<file path="config.mk">
export PLATFORM = sky130hd
export DESIGN_NAME = mux8_rr_arbiter_flat
export DESIGN_NICKNAME = d
export VERILOG_FILES = /design/src/rtl/mux8_rr_arbiter_if.sv /design/src/rtl/mux8_rr_arbiter.sv /design/src/flat_wrapper.sv
export SDC_FILE = /design/constraint.sdc
export NUM_CORES = 1
export LEC_CHECK = 0
export ABC_AREA = 1
export BUFFER_PORTS_ARGS = -buffer_cell sky130_fd_sc_hd__buf_2
export CORE_MARGIN = 3
export CORE_UTILIZATION = 40
export CTS_CLUSTER_SIZE = 25
export DETAILED_ROUTE_END_ITERATION = 6
export PLACE_DENSITY = 0.56
export SYNTH_ARGS = -nofsm -noshare
export SYNTH_HDL_FRONTEND = slang
export SYNTH_SLANG_ARGS = --single-unit
</file>
<file path="constraint.sdc">
create_clock -name clk -period 3.7 [get_ports clk]
set_input_delay 0.185 -clock clk [delete_from_list [all_inputs] [get_ports clk]]
set_output_delay 0.185 -clock clk [all_outputs]
set_load 0.05 [all_outputs]
</file>
<file path="src/rtl/mux8_rr_arbiter_if.sv">
// Handshake bundle between the eight requesters and the mux select arbiter.
// The master is the requester side and the slave is the arbiter.
interface mux8_rr_arbiter_if;
   logic [7:0] req;
   logic       done;
   logic [7:0] grant;
   logic [2:0] sel;
   logic       valid;

   modport master (output req, output done, input grant, input sel, input valid);
   modport slave  (input req, input done, output grant, output sel, output valid);
endinterface

</file>
<file path="src/rtl/mux8_rr_arbiter.sv">
// Round-robin owner selection for the shared 8:1 mux, with a bounded hold quantum
// and hand-off between owners that leaves no idle cycle.
module mux8_rr_arbiter #(
   parameter int MAX_HOLD = 4,
   parameter int CNT_W    = 4
) (
   input  logic               clk,
   input  logic               rst,
   mux8_rr_arbiter_if.slave   bus
);

   localparam logic [0:0] ST_IDLE  = 1'b0;
   localparam logic [0:0] ST_GRANT = 1'b1;

   logic [0:0]       state_q, state_d;
   logic [7:0]       grant_q, grant_d;
   logic [2:0]       sel_q,   sel_d;
   logic             valid_q, valid_d;
   logic [2:0]       ptr_q,   ptr_d;
   logic [CNT_W-1:0] cnt_q,   cnt_d;

   logic [7:0] owner_oh;
   logic [7:0] cand;
   logic [2:0] win_req;
   logic [2:0] win_cand;
   logic [7:0] win_req_oh;
   logic [7:0] win_cand_oh;
   logic       rel;

   // First set bit of vec scanning upward from p with wrap 7->0.
   function automatic logic [2:0] win(input logic [7:0] vec, input logic [2:0] p);
      logic [2:0] idx;
      logic       found;
      win   = p;
      found = 1'b0;
      for (int i = 0; i < 8; i++) begin
         idx = p + 3'(i);
         if (!found && vec[idx]) begin
            win   = idx;
            found = 1'b1;
         end
      end
   endfunction

   genvar gi;
   generate
      for (gi = 0; gi < 8; gi++) begin : g_dec
         assign owner_oh[gi]    = (sel_q == 3'(gi));
         assign cand[gi]        = bus.req[gi] & ~owner_oh[gi];
         assign win_req_oh[gi]  = (win_req == 3'(gi));
         assign win_cand_oh[gi] = (win_cand == 3'(gi));
      end
   endgenerate

   assign win_req  = win(bus.req, ptr_q);
   assign win_cand = win(cand, sel_q + 3'd1);

   // done and quantum expiry coinciding both land here; done alone decides re-grant below.
   assign rel = bus.done | ~bus.req[sel_q] | (cnt_q == CNT_W'(MAX_HOLD));

   always_comb begin
      state_d = state_q;
      grant_d = grant_q;
      sel_d   = sel_q;
      valid_d = valid_q;
      ptr_d   = ptr_q;
      cnt_d   = cnt_q;
      case (state_q)
         ST_IDLE: begin
            if (|bus.req) begin
               state_d = ST_GRANT;
               grant_d = win_req_oh;
               sel_d   = win_req;
               valid_d = 1'b1;
               cnt_d   = CNT_W'(1);
            end
         end
         ST_GRANT: begin
            if (!rel) begin
               cnt_d = cnt_q + CNT_W'(1);
            end else begin
               ptr_d = sel_q + 3'd1;
               if (|cand) begin
                  grant_d = win_cand_oh;
                  sel_d   = win_cand;
                  cnt_d   = CNT_W'(1);
               end else if (bus.req[sel_q] && !bus.done) begin
                  cnt_d = CNT_W'(1);
               end else begin
                  // sel is left as-is; the mux output is don't-care while idle.
                  state_d = ST_IDLE;
                  grant_d = 8'h00;
                  valid_d = 1'b0;
               end
            end
         end
         default: begin
            state_d = ST_IDLE;
            grant_d = 8'h00;
            valid_d = 1'b0;
         end
      endcase
   end

   always_ff @(posedge clk) begin
      if (rst) begin
         state_q <= ST_IDLE;
         grant_q <= 8'h00;
         sel_q   <= 3'd0;
         valid_q <= 1'b0;
         ptr_q   <= 3'd0;
         cnt_q   <= '0;
      end else begin
         state_q <= state_d;
         grant_q <= grant_d;
         sel_q   <= sel_d;
         valid_q <= valid_d;
         ptr_q   <= ptr_d;
         cnt_q   <= cnt_d;
      end
   end

   assign bus.grant = grant_q;
   assign bus.sel   = sel_q;
   assign bus.valid = valid_q;

endmodule

</file>
<file path="src/flat_wrapper.sv">
// flat-port wrapper written by rule: the top's interface ports become plain ports
module mux8_rr_arbiter_flat 
#(
   parameter int MAX_HOLD = 4,
   parameter int CNT_W    = 4
)
  (clk, rst, bus_req, bus_done, bus_grant, bus_sel, bus_valid);
  mux8_rr_arbiter_if bus_i ();
  input  logic clk;
  input  logic rst;
  input wire logic [$bits(bus_i.req)-1:0] bus_req;
  input wire logic [$bits(bus_i.done)-1:0] bus_done;
  output wire logic [$bits(bus_i.grant)-1:0] bus_grant;
  output wire logic [$bits(bus_i.sel)-1:0] bus_sel;
  output wire logic [$bits(bus_i.valid)-1:0] bus_valid;
  assign bus_i.req = bus_req;
  assign bus_i.done = bus_done;
  assign bus_grant = bus_i.grant;
  assign bus_sel = bus_i.sel;
  assign bus_valid = bus_i.valid;
  mux8_rr_arbiter #(.MAX_HOLD(MAX_HOLD), .CNT_W(CNT_W)) u_core (.clk(clk), .rst(rst), .bus(bus_i));
endmodule
</file>
; Word-level counts from Yosys, hierarchy flattened
; Cells that the tools add are included.
[op_classes]
reduce_logical = 40
magnitude_cmp = 17
addsub = 16
muxes = 86
n_bitwise = 20
eq_ne = 29
[ops]
columns = op, count
row1 = "3-bit by 4-bit less-than comparator with 1-bit output, second input constant", 17
row2 = 1-bit binary-select mux with 3-bit select, 17
row3 = 3-bit two-way mux, 17
row4 = 1-bit two-way mux, 39
row5 = "3-bit equality test, second input constant", 12
row6 = 8-bit two-way mux, 4
row7 = "3-bit adder, second input constant", 8
row8 = "3-bit by 2-bit equality test with 1-bit output, second input constant", 6
row9 = 4-bit two-way mux, 4
row10 = 8-bit one-hot mux with 2 select lines, 1
row11 = 8-bit OR reduction, 2
row12 = 1-bit logical AND, 15
row13 = 1-bit zero test, 15
row14 = "3-bit by 2-bit adder with 3-bit output, second input constant", 4
row15 = 1-bit inverter, 10
row16 = "3-bit by 1-bit adder with 3-bit output, second input constant", 3
row17 = "3-bit by 1-bit equality test with 1-bit output, second input constant", 3
row18 = 3-bit zero test, 3
row19 = 1-bit AND, 8
row20 = "2-bit inequality test, second input constant", 4
row21 = 4-bit one-hot mux with 2 select lines, 1
row22 = 3-bit one-hot mux with 2 select lines, 1
row23 = 3-bit AND reduction, 2
row24 = "4-bit by 1-bit adder with 4-bit output, second input constant", 1
row25 = 8 further kinds, 11
[totals]
input_bits = 11
ff_bits = 20
out_inout_bits = 12
word_cells = 214

; Depth between registers and ports, before layout
; Gate-level depths: netlist (run 1).
[depth]
depth_word = 31
ltp_mapped = 24
depth_no_buf = 22

; Worst setup path after synthesis (run 1)
; No wires, ideal clock.
[synth_timing]
kind = reg-to-reg
from = register u_core.sel_q[0], in the netlist u_core.bus.sel[0]
to = register u_core.grant_q[6], in the netlist u_core.bus.grant[6]
required_ns = 3.633
path_buffers = 2
synth_period_minus_slack_ns = 3.104
t_arrival_ns = 3.037
setup_ns = 0.067
slack_ns = 0.596
stages_incl_launch_ff = 22
path_cell_list = dfxtp_1 -> inv_2 -> buf_2 -> ha_1 -> buf_6 -> inv_4 -> nand2_1 -> nand2_2 -> nand3_1 -> nand3_1 -> nand2_2 -> nor2_2 -> nand4_1 -> nor2_2 -> nand2_1 -> clkinv_1 -> nand2_1 -> nand2_2 -> inv_2 -> nor2_1 -> nand4_1 -> a21oi_2
[synth_between]
elab_chain_len = 31
elab_cells_between_ends = 90
classes_between = 8 x add/sub / 10 x eq/ne / 35 x mux / 19 x bitwise / 18 x reduce/logical
[synth_lines]
columns = element, line_no
row1 = start: declaration, mux8_rr_arbiter.sv:17  ; logic [2:0] sel_q, sel_d;
row2 = start signal: assignment, mux8_rr_arbiter.sv:116  ; sel_q <= sel_d;
row3 = "parallel branches: the longest is 31 deep, another holds 3-bit by 1-bit adder with 3-bit output", -
row4 = end signal: assignment, mux8_rr_arbiter.sv:115  ; grant_q <= grant_d;
row5 = end: declaration, mux8_rr_arbiter.sv:16  ; logic [7:0] grant_q, grant_d;
; Parallel ways; which one is timed is not known. The select of a mux whose other input is x is not followed.
; A chain may end at the register's enable or synchronous reset.

; Final worst setup path (run 1)
[layout_timing]
from = register u_core.sel_q[1], in the netlist u_core.bus.sel[1]
to = register u_core.grant_q[0], in the netlist u_core.bus.grant[0]
[layout_between]
elab_chain_len = 31
elab_cells_between_ends = 90
classes_between = 8 x add/sub / 9 x eq/ne / 35 x mux / 19 x bitwise / 19 x reduce/logical
[layout_lines]
columns = element
row1 = "parallel branches: the longest is 31 deep, another holds 3-bit by 1-bit adder with 3-bit output"
; Parallel ways; which one is timed is not known. The select of a mux whose other input is x is not followed.

==> flow_summary.html, run 1 <==
<table>
<tr><th>Metric</th><th>Value</th></tr>
<tr><th colspan="2">Setup path</th></tr>
<tr><td>Critical Path Source Type</td><td>register</td></tr>
<tr><td>Crit Reg-Reg Startpoint</td><td>u_core.bus.sel[1]</td></tr>
<tr><td>Worst-path fanout max</td><td>9</td></tr>
<tr><td>CP Class</td><td>reg -&gt; reg</td></tr>
<tr><td>Data arrival, critical path</td><td>3.29 ns</td></tr>
<tr><td>R2R cell count</td><td>19</td></tr>
<tr><td>Kind of end point of the critical path</td><td>register</td></tr>
<tr><td>Minimum setup slack among reg-to-reg paths</td><td>0.59 ns</td></tr>
<tr><td>CP max-delay cell</td><td>sky130_fd_sc_hd__ha_1</td></tr>
<tr><td>R2R Path End</td><td>u_core.bus.grant[0]</td></tr>
<tr><td>CP cell instances</td><td>buf_4 -&gt; ha_1 -&gt; ha_1 -&gt; xnor2_2 -&gt; inv_1 -&gt; nand3_1 -&gt; nand2_2 -&gt; nor2_2 -&gt; nand4_1 -&gt; nor2_2 -&gt; nand2_1 -&gt; nand2_1 -&gt; inv_1 -&gt; nand2_1 -&gt; nand2_1 -&gt; nand2_2 -&gt; nand2_1 -&gt; nand3b_1 -&gt; a21oi_1</td></tr>
<tr><td>Most repeated library cell on the critical path</td><td>sky130_fd_sc_hd__nand2_1</td></tr>
<tr><td>Stage delay of the slowest cell on the critical path</td><td>0.46 ns</td></tr>
<tr><td>Worst path required time</td><td>between 3 and 4 ns</td></tr>
<tr><th colspan="2">Yosys</th></tr>
<tr><td>Simple-gate portion of the synthesized area</td><td>53.4%</td></tr>
<tr><td>Average size of a mapped cell</td><td>around 5.6 um^2</td></tr>
<tr><td>Post-synthesis compound-gate area fraction</td><td>approximately 12%</td></tr>
<tr><td>Area of the mapped netlist</td><td>approximately 0.0028 mm^2</td></tr>
<tr><td>Top cells by count, synth</td><td>sky130_fd_sc_hd__nand2_1 (159), sky130_fd_sc_hd__nand3_1 (93), sky130_fd_sc_hd__inv_1 (48)</td></tr>
<tr><td>Yosys warning total</td><td>0</td></tr>
<tr><td>Arithmetic-cell share of the synthesized area counting full adders, half adders and majority gates</td><td>5.36%</td></tr>
<tr><td>Largest cells by area after synthesis</td><td>sky130_fd_sc_hd__nand2_1 (21%), sky130_fd_sc_hd__nand3_1 (17%), sky130_fd_sc_hd__dfxtp_1 (14%)</td></tr>
<tr><td>XOR/XNOR share of the synthesized area</td><td>2.99%</td></tr>
<tr><td>Number of flops mapped to enable cells by yosys</td><td>0</td></tr>
<tr><td>Cell type with the highest aggregate area in the netlist</td><td>sky130_fd_sc_hd__nand2_1</td></tr>
<tr><td>Synthesized instance count</td><td>roughly 500</td></tr>
<tr><td>Most used standard cell by instance count after synthesis</td><td>sky130_fd_sc_hd__nand2_1</td></tr>
<tr><td>Fraction of synthesized cell area taken by the top area cell type</td><td>about a fifth</td></tr>
<tr><td>Synth async-reset ratio</td><td>0%</td></tr>
<tr><td>Main combinational cell family by area after synthesis</td><td>simple AND/OR/NAND/NOR gates</td></tr>
<tr><td>Synthesized Nets</td><td>524</td></tr>
<tr><td>Flip-flop and latch count after synthesis</td><td>20</td></tr>
<tr><td>Post-synth cell types</td><td>40</td></tr>
<tr><td>Sequential fraction of the synthesis area</td><td>14.3%</td></tr>
<tr><td>Top FF cell, synth</td><td>sky130_fd_sc_hd__dfxtp_1</td></tr>
<tr><td>Mux share of post-synthesis cell area</td><td>0%</td></tr>
<tr><th colspan="2">Routing</th></tr>
<tr><td>Via Count</td><td>roughly 3,200</td></tr>
<tr><td>Drt total wl</td><td>between 7 and 8 mm</td></tr>
<tr><td>Number of nets still failing antenna checks after routing</td><td>0</td></tr>
<tr><td>Detailed-routing iteration count for the pre-antenna-repair pass</td><td>5</td></tr>
<tr><td>Detail-routed via count per cell</td><td>approximately 5.2</td></tr>
<tr><td>DR iter-0 viols</td><td>between 150 and 200</td></tr>
<tr><td>Routed wirelength normalized by instance count</td><td>around 12 um</td></tr>
<tr><td>DRC violation count after routing</td><td>0</td></tr>
<tr><th colspan="2">Global route</th></tr>
<tr><td>GRT overflow</td><td>0</td></tr>
<tr><td>Number of antenna violations at the first check in global routing</td><td>0</td></tr>
<tr><td>Vias in the first global route</td><td>~2,900</td></tr>
<tr><td>Global-route wire length before repair</td><td>roughly 13 mm</td></tr>
<tr><td>Largest net degree at the start of global routing</td><td>23</td></tr>
<tr><td>Total GRT Usage</td><td>around a fifth</td></tr>
<tr><th colspan="2">Floorplanning</th></tr>
<tr><td>Die area</td><td>between 0.008 and 0.009 mm^2</td></tr>
<tr><td>Effective utilization at floorplan</td><td>a little over two fifths</td></tr>
<tr><td>Core area</td><td>roughly 0.0066 mm^2</td></tr>
<tr><td>Die Span X</td><td>between 80 and 90 um</td></tr>
<tr><td>Io pins</td><td>23</td></tr>
<tr><td>Height of the chip</td><td>about 90 um</td></tr>
<tr><td>Cell Rows</td><td>29</td></tr>
<tr><th colspan="2">Timing</th></tr>
<tr><td>TNS Setup</td><td>0 ns</td></tr>
<tr><td>Unrepaired setup endpoints after global routing</td><td>false</td></tr>
<tr><td>Period minus WS final</td><td>~3.1 ns</td></tr>
<tr><td>Final max-slew violation count</td><td>0</td></tr>
<tr><td>Slew of the pin with the lowest slew margin</td><td>~0.63 ns</td></tr>
<tr><td>Hold Fails Final Rpt</td><td>0</td></tr>
<tr><td>Worst hold slack across all endpoints</td><td>about 0.18 ns</td></tr>
<tr><td>Final cycle utilization of the critical path</td><td>a little over four fifths</td></tr>
<tr><td>Endpoints failing setup</td><td>0</td></tr>
<tr><td>Upper clock frequency limit</td><td>between 300 and 400 MHz</td></tr>
<tr><td>Max-slew headroom at the worst pin</td><td>about 58%</td></tr>
<tr><td>Worst Clk Skew</td><td>around 0.0017 ns</td></tr>
<tr><th colspan="2">Finish</th></tr>
<tr><td>Fillers</td><td>750</td></tr>
<tr><td>Synthesis-to-layout area growth</td><td>8.75%</td></tr>
<tr><td>Total Nets Final</td><td>between 500 and 600</td></tr>
<tr><td>Fraction of final layout cells sized beyond drive strength 1</td><td>between 10 and 15%</td></tr>
<tr><td>Antenna diode count</td><td>0</td></tr>
<tr><td>Non-filler cells, final</td><td>613</td></tr>
<tr><td>Final standard cell area without fillers</td><td>around 0.003 mm^2</td></tr>
<tr><th colspan="2">CTS</th></tr>
<tr><td>Worst-case clock buffer depth</td><td>2</td></tr>
<tr><td>Post-cts gate resize count</td><td>0</td></tr>
<tr><td>Number of buffers added by the clock tree synthesis step</td><td>3</td></tr>
<tr><td>Clk Latency, worst-skew pair</td><td>around 0.26 ns</td></tr>
<tr><td>Clock sink count</td><td>20</td></tr>
<tr><td>Post-CTS clock slew at the launch and capture registers of the worst setup and hold paths</td><td>approximately 0.070 ns</td></tr>
<tr><td>Post-CTS Setup Inserts</td><td>0</td></tr>
<tr><td>TritonCTS clock tree</td><td>yes</td></tr>
<tr><td>Root cell of the clock tree</td><td>sky130_fd_sc_hd__clkbuf_8</td></tr>
<tr><td>Post-cts hold buffer count</td><td>0</td></tr>
<tr><td>H-tree lvl count</td><td>1</td></tr>
<tr><th colspan="2">Min path</th></tr>
<tr><td>Hold path startpoint</td><td>rst</td></tr>
<tr><td>Endpoint with the worst hold slack</td><td>u_core.cnt_q[1]</td></tr>
<tr><td>WHS Path Cells</td><td>2</td></tr>
<tr><td>Hold/Removal Path Class</td><td>in -&gt; reg</td></tr>
<tr><th colspan="2">Placement</th></tr>
<tr><td>Placer's final routability congestion estimate</td><td>approximately 0.91</td></tr>
<tr><td>Placed instance area</td><td>about 0.0030 mm^2</td></tr>
<tr><td>Post-DP HPWL</td><td>~6 mm</td></tr>
<tr><td>Number of I/O port buffers</td><td>22</td></tr>
<tr><td>Number of cells in the design after placement</td><td>609</td></tr>
<tr><th colspan="2">Run</th></tr>
<tr><td># Max-Cap Violations</td><td>0</td></tr>
<tr><th colspan="2">Power and ir drop</th></tr>
<tr><td>Leakage power</td><td>between 0.0015 and 0.002 uW</td></tr>
<tr><td>PwrDens</td><td>1050 mW/mm^2</td></tr>
<tr><td>Peak VDD IR</td><td>between 0.4 and 0.5 mV</td></tr>
<tr><th colspan="2">Outcome</th></tr>
<tr><td>Run status</td><td>finished, final reports clean</td></tr>
</table>
==> cells in the final DEF (no fill, tap or decap), drive strengths merged <==
cell type and instances:
nand3 97, bufinv 1, o211ai 3, clkinv 2, nor3 3, xor2 3, o21bai 2, dfxtp 20
nand4 9, a211oi 1, a22o 1, a21boi 1, a2111o 1, a31oi 2, nand2 172, inv 61
xnor2 4, nor4 2, o21ai 27, buf 27, clkbuf 3, nor2 42, ha 12, nand3b 2
a21oi 22
==> power by group <==
group / internal, uW / total [uW] / switching, uW
clock: 144 / 216 / 71.5
combinational: 809 / 2690 / 1880
sequential: 264 / 301 / 36.6
==> metrics by stage <==
step	utilization [%]	power [uW]	setup WS, ns
after global placement	45.3	2950	0.639
final	46.4	3210	0.594
after CTS	46.4	3190	0.597
after detailed placement	45.3	2950	0.632
after floorplan	-	2450	0.596
after global routing	46.4	3600	0.245
==> per-layer routing <==
metal | global-route usage (%) | wire (um) | part of all wire [%] | vias to the layer above
li1 | - | - | - | 1674
met1 | 28.3 | 3970 | 52 | 1395
met2 | 29.6 | 3190 | 42 | 102
met4 | 2.81 | 54 | 0.71 | 0
met5 | 0 | 0 | 0 | -
met3 | 1.84 | 435 | 5.7 | 7
==> how the worst max path moves through the flow <==
stage,start,endpoint,cells past startpoint
after floorplan,u_core.bus.sel[0],u_core.bus.grant[6],21
after global routing,u_core.bus.sel[1],u_core.bus.grant[0],19
after detailed placement,u_core.bus.sel[1],u_core.bus.grant[6],18
final,u_core.bus.sel[1],u_core.bus.grant[0],19
after CTS,u_core.bus.sel[1],u_core.bus.grant[6],18
after global placement,u_core.bus.sel[1],u_core.bus.grant[6],18
==> worst max-delay path, delay by kind of cell (launching register included) <==
family	cells	cell delay, ns
flops	1	0.31
fa+ha+maj	2	0.66
simple gates	12	1.21
compound gates	1	0.15
xor+xnor	1	0.36
buf+inv	3	0.34
==> area by class of cell <==
cell class                      instances  area [um^2]  area share [%]
Clock buffer                            3         41.3            1.35
Multi-Input combinational cell        406         2070            68.0
Inverter                               63          239            7.84
Tap cell                               93          116            3.82
Sequential cell                        20          400            13.1
Clock inverter                          1         30.0           0.985
Timing Repair Buffer                   27          148            4.84
==> registers in the layout, indices dropped and copies added (netlist names) <==
register and count:
u_core.state_q 1, u_core.cnt_q 4, u_core.bus.sel 3, u_core.bus.grant 8, u_core.bus.valid 1, u_core.ptr_q 3
==> kinds of logic after synthesis <==
logic type / count (synthesis)
fa+ha+maj: 12
flops: 20
xor+xnor: 7
simple gates: 327
buf+inv: 75
compound gates: 60
No activity file was read; power rests on OpenSTA's default activity.
==> run 2: changes to the inputs <==
- ABC_AREA: 1 -> 0
- clock period: 3.7 -> 3.1 ns (I/O delays scaled with it)
==> run 2 against run 1 <==
The run now ends with setup timing left. Die area grew 7.4%. Wire length grew 22%. Sequential share of layout area shrank 3.5 points. Sequential cell count is the same. Highest routed layer unchanged.
==> flow_summary.html, run 2 <==
<table>
<tr><th>Metric</th><th>Value</th></tr>
<tr><th colspan="2">Outcome</th></tr>
<tr><td>Run status</td><td>complete, but fails checks</td></tr>
<tr><td>Violated checks</td><td>setup timing</td></tr>
<tr><th colspan="2">Floorplanning</th></tr>
<tr><td>Core area</td><td>0.00729 mm^2 (+11%)</td></tr>
<tr><td>Die Span X</td><td>93.0 um (+3.6%)</td></tr>
<tr><td>Cell Rows</td><td>31 (+6.9%)</td></tr>
<tr><td>Effective utilization at floorplan</td><td>41.5% (-1.2 points)</td></tr>
<tr><td>Die area</td><td>0.00864 mm^2 (+7.4%)</td></tr>
<tr><td>Height of the chip</td><td>93.0 um (+3.6%)</td></tr>
<tr><td>Io pins</td><td>23 (unchanged)</td></tr>
<tr><th colspan="2">Setup path</th></tr>
<tr><td>CP Class</td><td>reg -&gt; reg</td></tr>
<tr><td>Crit Reg-Reg Startpoint</td><td>u_core.bus.sel[0]</td></tr>
<tr><td>Stage delay of the slowest cell on the critical path</td><td>0.59 ns (+0.13 ns)</td></tr>
<tr><td>CP startpoint</td><td>u_core.bus.sel[0]</td></tr>
<tr><td>Worst Path Buf+Inv</td><td>3 (unchanged)</td></tr>
<tr><td>Most repeated library cell on the critical path</td><td>sky130_fd_sc_hd__buf_4</td></tr>
<tr><td>Worst-path fanout max</td><td>7 (-2)</td></tr>
<tr><td>Critical Path Source Type</td><td>register</td></tr>
<tr><td>Worst path required time</td><td>3.24 ns (-0.65 ns)</td></tr>
<tr><td>CP top delay family</td><td>simple AND/OR/NAND/NOR gates</td></tr>
<tr><td>Data arrival, critical path</td><td>3.62 ns (+0.33 ns)</td></tr>
<tr><td>CP max-delay cell</td><td>sky130_fd_sc_hd__or4b_4</td></tr>
<tr><td>Kind of end point of the critical path</td><td>register</td></tr>
<tr><td>CP cell instances</td><td>ha_4 -&gt; ha_4 -&gt; xor2_4 -&gt; mux4_2 -&gt; or4b_4 -&gt; buf_4 -&gt; nor4_4 -&gt; buf_4 -&gt; a32o_2 -&gt; nor2_4 -&gt; buf_4 -&gt; a221oi_1 -&gt; nor3_1</td></tr>
<tr><th colspan="2">Min path</th></tr>
<tr><td>Hold/Removal Path Class</td><td>in -&gt; reg</td></tr>
<tr><td>Hold path startpoint</td><td>rst</td></tr>
<tr><th colspan="2">CTS</th></tr>
<tr><td>TritonCTS clock tree</td><td>yes</td></tr>
<tr><td>Post-cts hold buffer count</td><td>0 (unchanged)</td></tr>
<tr><td>H-tree lvl count</td><td>1 (unchanged)</td></tr>
<tr><td>Worst-case clock buffer depth</td><td>2 (unchanged)</td></tr>
<tr><td>Root cell of the clock tree</td><td>sky130_fd_sc_hd__clkbuf_8</td></tr>
<tr><td>Number of buffers added by the clock tree synthesis step</td><td>3 (unchanged)</td></tr>
<tr><td>Post-CTS clock slew at the launch and capture registers of the worst setup and hold paths</td><td>0.08 ns (about the same)</td></tr>
<tr><td>Clk Latency, worst-skew pair</td><td>0.26 ns (about the same)</td></tr>
<tr><td>Clock sink count</td><td>20 (unchanged)</td></tr>
<tr><th colspan="2">Yosys</th></tr>
<tr><td>Arithmetic-cell share of the synthesized area counting full adders, half adders and majority gates</td><td>4.96% (-0.39 points)</td></tr>
<tr><td>Number of flops mapped to enable cells by yosys</td><td>0 (unchanged)</td></tr>
<tr><td>Top FF cell, synth</td><td>sky130_fd_sc_hd__dfxtp_1</td></tr>
<tr><td>Yosys warning total</td><td>0 (unchanged)</td></tr>
<tr><td>Area of the mapped netlist</td><td>0.00302 mm^2 (+7.9%)</td></tr>
<tr><td>XOR/XNOR share of the synthesized area</td><td>3.48% (+0.48 points)</td></tr>
<tr><td>Mux share of post-synthesis cell area</td><td>24.0% (+24 points)</td></tr>
<tr><td>Synthesized Nets</td><td>391 (-25%)</td></tr>
<tr><td>Synthesized instance count</td><td>368 (-27%)</td></tr>
<tr><td>Simple-gate portion of the synthesized area</td><td>23.1% (-30 points)</td></tr>
<tr><td>Post-synth cell types</td><td>67 (+68%)</td></tr>
<tr><td>Largest cells by area after synthesis</td><td>sky130_fd_sc_hd__mux4_2 (16%), sky130_fd_sc_hd__dfxtp_1 (13%), sky130_fd_sc_hd__ha_1 (5.0%)</td></tr>
<tr><td>Top cells by count, synth</td><td>sky130_fd_sc_hd__nor2_1 (37), sky130_fd_sc_hd__nand2_1 (29), sky130_fd_sc_hd__mux4_2 (22)</td></tr>
<tr><td>Average size of a mapped cell</td><td>8.22 um^2 (+47%)</td></tr>
<tr><td>Fraction of synthesized cell area taken by the top area cell type</td><td>16.4% (-4.9 points)</td></tr>
<tr><td>Cell type with the highest aggregate area in the netlist</td><td>sky130_fd_sc_hd__mux4_2</td></tr>
<tr><td>Flip-flop and latch count after synthesis</td><td>20 (unchanged)</td></tr>
<tr><td>Synth async-reset ratio</td><td>0% (unchanged)</td></tr>
<tr><td>Sequential fraction of the synthesis area</td><td>13.2% (-1.0 points)</td></tr>
<tr><td>Main combinational cell family by area after synthesis</td><td>compound AO/OA/AOI/OAI gates</td></tr>
<tr><td>Most used standard cell by instance count after synthesis</td><td>sky130_fd_sc_hd__nor2_1</td></tr>
<tr><td>Post-synthesis compound-gate area fraction</td><td>25.2% (+13 points)</td></tr>
<tr><th colspan="2">Routing</th></tr>
<tr><td>DRC violation count after routing</td><td>0 (unchanged)</td></tr>
<tr><td>Via Count</td><td>3,268 (+2.8%)</td></tr>
<tr><td>DR iter-0 viols</td><td>162 (-16%)</td></tr>
<tr><td>Detailed-routing iteration count for the pre-antenna-repair pass</td><td>4 (-1)</td></tr>
<tr><td>Drt total wl</td><td>9.37 mm (+22%)</td></tr>
<tr><td>Routed wirelength normalized by instance count</td><td>16.4 um (+31%)</td></tr>
<tr><td>Number of nets still failing antenna checks after routing</td><td>0 (unchanged)</td></tr>
<tr><td>Detail-routed via count per cell</td><td>5.72 (+10%)</td></tr>
<tr><th colspan="2">Global route</th></tr>
<tr><td>Number of antenna violations at the first check in global routing</td><td>0 (unchanged)</td></tr>
<tr><td>Largest net degree at the start of global routing</td><td>23 (unchanged)</td></tr>
<tr><td>Met2 Track Usage GR</td><td>39.4% (+9.8 points)</td></tr>
<tr><td>GRT overflow</td><td>0 (unchanged)</td></tr>
<tr><td>Total GRT Usage</td><td>22.1% (+3.2 points)</td></tr>
<tr><td>Busiest layer in global routing</td><td>met2</td></tr>
<tr><td>GRT met1 Usage</td><td>28.6% (+0.31 points)</td></tr>
<tr><td>Vias in the first global route</td><td>3,215 (+12%)</td></tr>
<tr><td>Global-route wire length before repair</td><td>15.6 mm (+17%)</td></tr>
<tr><td>Met3 Use GR</td><td>1.95% (+0.11 points)</td></tr>
<tr><th colspan="2">Power and ir drop</th></tr>
<tr><td>Leakage power</td><td>0.00178 uW (+14%)</td></tr>
<tr><td>Peak VDD IR</td><td>0.843 mV (+69%)</td></tr>
<tr><td>PwrDens</td><td>1240 mW/mm^2 (+18%)</td></tr>
<tr><td>Final Power</td><td>5350 uW (+67%)</td></tr>
<tr><th colspan="2">Finish</th></tr>
<tr><td>Synthesis-to-layout area growth</td><td>42.2%</td></tr>
<tr><td>Final standard cell area without fillers</td><td>0.00430 mm^2 (+41%)</td></tr>
<tr><td>Utilization after layout</td><td>59.0% (+13 points)</td></tr>
<tr><td>Antenna diode count</td><td>0 (unchanged)</td></tr>
<tr><td>Fraction of final layout cells sized beyond drive strength 1</td><td>44.9% (+30 points)</td></tr>
<tr><td>Fillers</td><td>687 (-8.4%)</td></tr>
<tr><td>Commonest cells after routing, fill and taps aside</td><td>sky130_fd_sc_hd__buf_4 (106), sky130_fd_sc_hd__nor2_1 (37), sky130_fd_sc_hd__nand2_1 (28)</td></tr>
<tr><td>Non-filler cells, final</td><td>571 (-6.9%)</td></tr>
<tr><td>Total Nets Final</td><td>496 (-8.8%)</td></tr>
<tr><td>Most common cell after layout, fill and taps aside</td><td>sky130_fd_sc_hd__buf_4</td></tr>
<tr><td>Flip-flop count of the largest register, all copies and words added</td><td>8 (unchanged)</td></tr>
<tr><th colspan="2">Timing</th></tr>
<tr><td>Upper clock frequency limit</td><td>287 MHz (-11%)</td></tr>
<tr><td>Slew of the pin with the lowest slew margin</td><td>0.519 ns (-0.109 ns)</td></tr>
<tr><td>Period minus WS final</td><td>3.49 ns (+0.379 ns)</td></tr>
<tr><td>Slack of the critical path</td><td>-0.385 ns (-0.979 ns)</td></tr>
<tr><td>Unrepaired setup endpoints after global routing</td><td>true</td></tr>
<tr><td>Worst Clk Skew</td><td>0.00223 ns (+0.000517 ns)</td></tr>
<tr><td>Final max-slew violation count</td><td>0 (unchanged)</td></tr>
<tr><td>Hold Fails Final Rpt</td><td>0 (unchanged)</td></tr>
<tr><td>Max-slew headroom at the worst pin</td><td>65.0% (+7.3 points)</td></tr>
<tr><td>Endpoints failing setup</td><td>10 (+10)</td></tr>
<tr><td>Final cycle utilization of the critical path</td><td>112% (+28 points)</td></tr>
<tr><th colspan="2">Placement</th></tr>
<tr><td>Number of cells in the design after placement</td><td>558 (-8.4%)</td></tr>
<tr><td>Placed instance area</td><td>0.00403 mm^2 (+35%)</td></tr>
<tr><td>Number of I/O port buffers</td><td>22 (unchanged)</td></tr>
<tr><td>Post-DP HPWL</td><td>7.30 mm (+19%)</td></tr>
<tr><td>Post-placement setup slack</td><td>-0.510 ns (-1.14 ns)</td></tr>
<tr><td>Placer's final routability congestion estimate</td><td>0.888 (-2.9%)</td></tr>
<tr><th colspan="2">Run</th></tr>
<tr><td># Max-Cap Violations</td><td>0 (unchanged)</td></tr>
</table>
==> run 2: metrics by stage <==
stage / hold WS [ns] / TNS [ns]
4_1_cts: 0.300 / -3.07
3_3_place_gp: 0.449 / -3.81
3_5_place_dp: 0.454 / -4.56
2_1_floorplan: 0.335 / -4.89
5_1_grt: 0.324 / -4.83
6_report: 0.312 / -3.16
==> run 2: worst paths after layout <==
kind | to | cells after the start | slack, ns
worst min register to register | u_core.bus.valid | 2 | 0.46
worst max register to register | u_core.bus.grant[7] | 13 | -0.39
worst max-delay path | u_core.bus.grant[7] | 13 | -0.39
worst min-delay path | u_core.cnt_q[1] | 2 | 0.31
==> run 2: logic make-up after synthesis <==
kind of cell / Yosys count
DFF: 20
xor gates and xnor gates: 12
buffers and inverters: 44
AOI/OAI and AO/OA: 107
muxes: 41
adders and majority gates: 12
and+or+nand+nor: 132
==> run 2: power breakdown <==
group | switching, uW | total (uW) | internal (uW)
Clock | 96.2 | 236 | 140
Sequential | 59.8 | 387 | 327
Combinational | 2350 | 4730 | 2380
==> run 2: layer usage <==
layer  part of all wire, %  up-vias
li1                      -     1607
met1                    44     1583
met2                    51       64
met3                   3.0       14
met4                   1.9        0
met5                     0        -
==> run 2: what timing repair did <==
item / in CTS / in global routing
resized for setup: 16 / 11
setup endpoints to repair: 11 / 11
setup buffers: 5 / 4
gates cloned: 0 / 0
pin swaps: 11 / 12
==> run 2: layout make-up <==
cell class,instances,area (um^2),area share (%)
Clock buffer,4,66.3,1.54
Inverter,15,60.1,1.40
Multi-Input combinational cell,304,2720,63.2
Sequential cell,20,414,9.63
Tap cell,99,124,2.88
Timing Repair Buffer,129,917,21.3
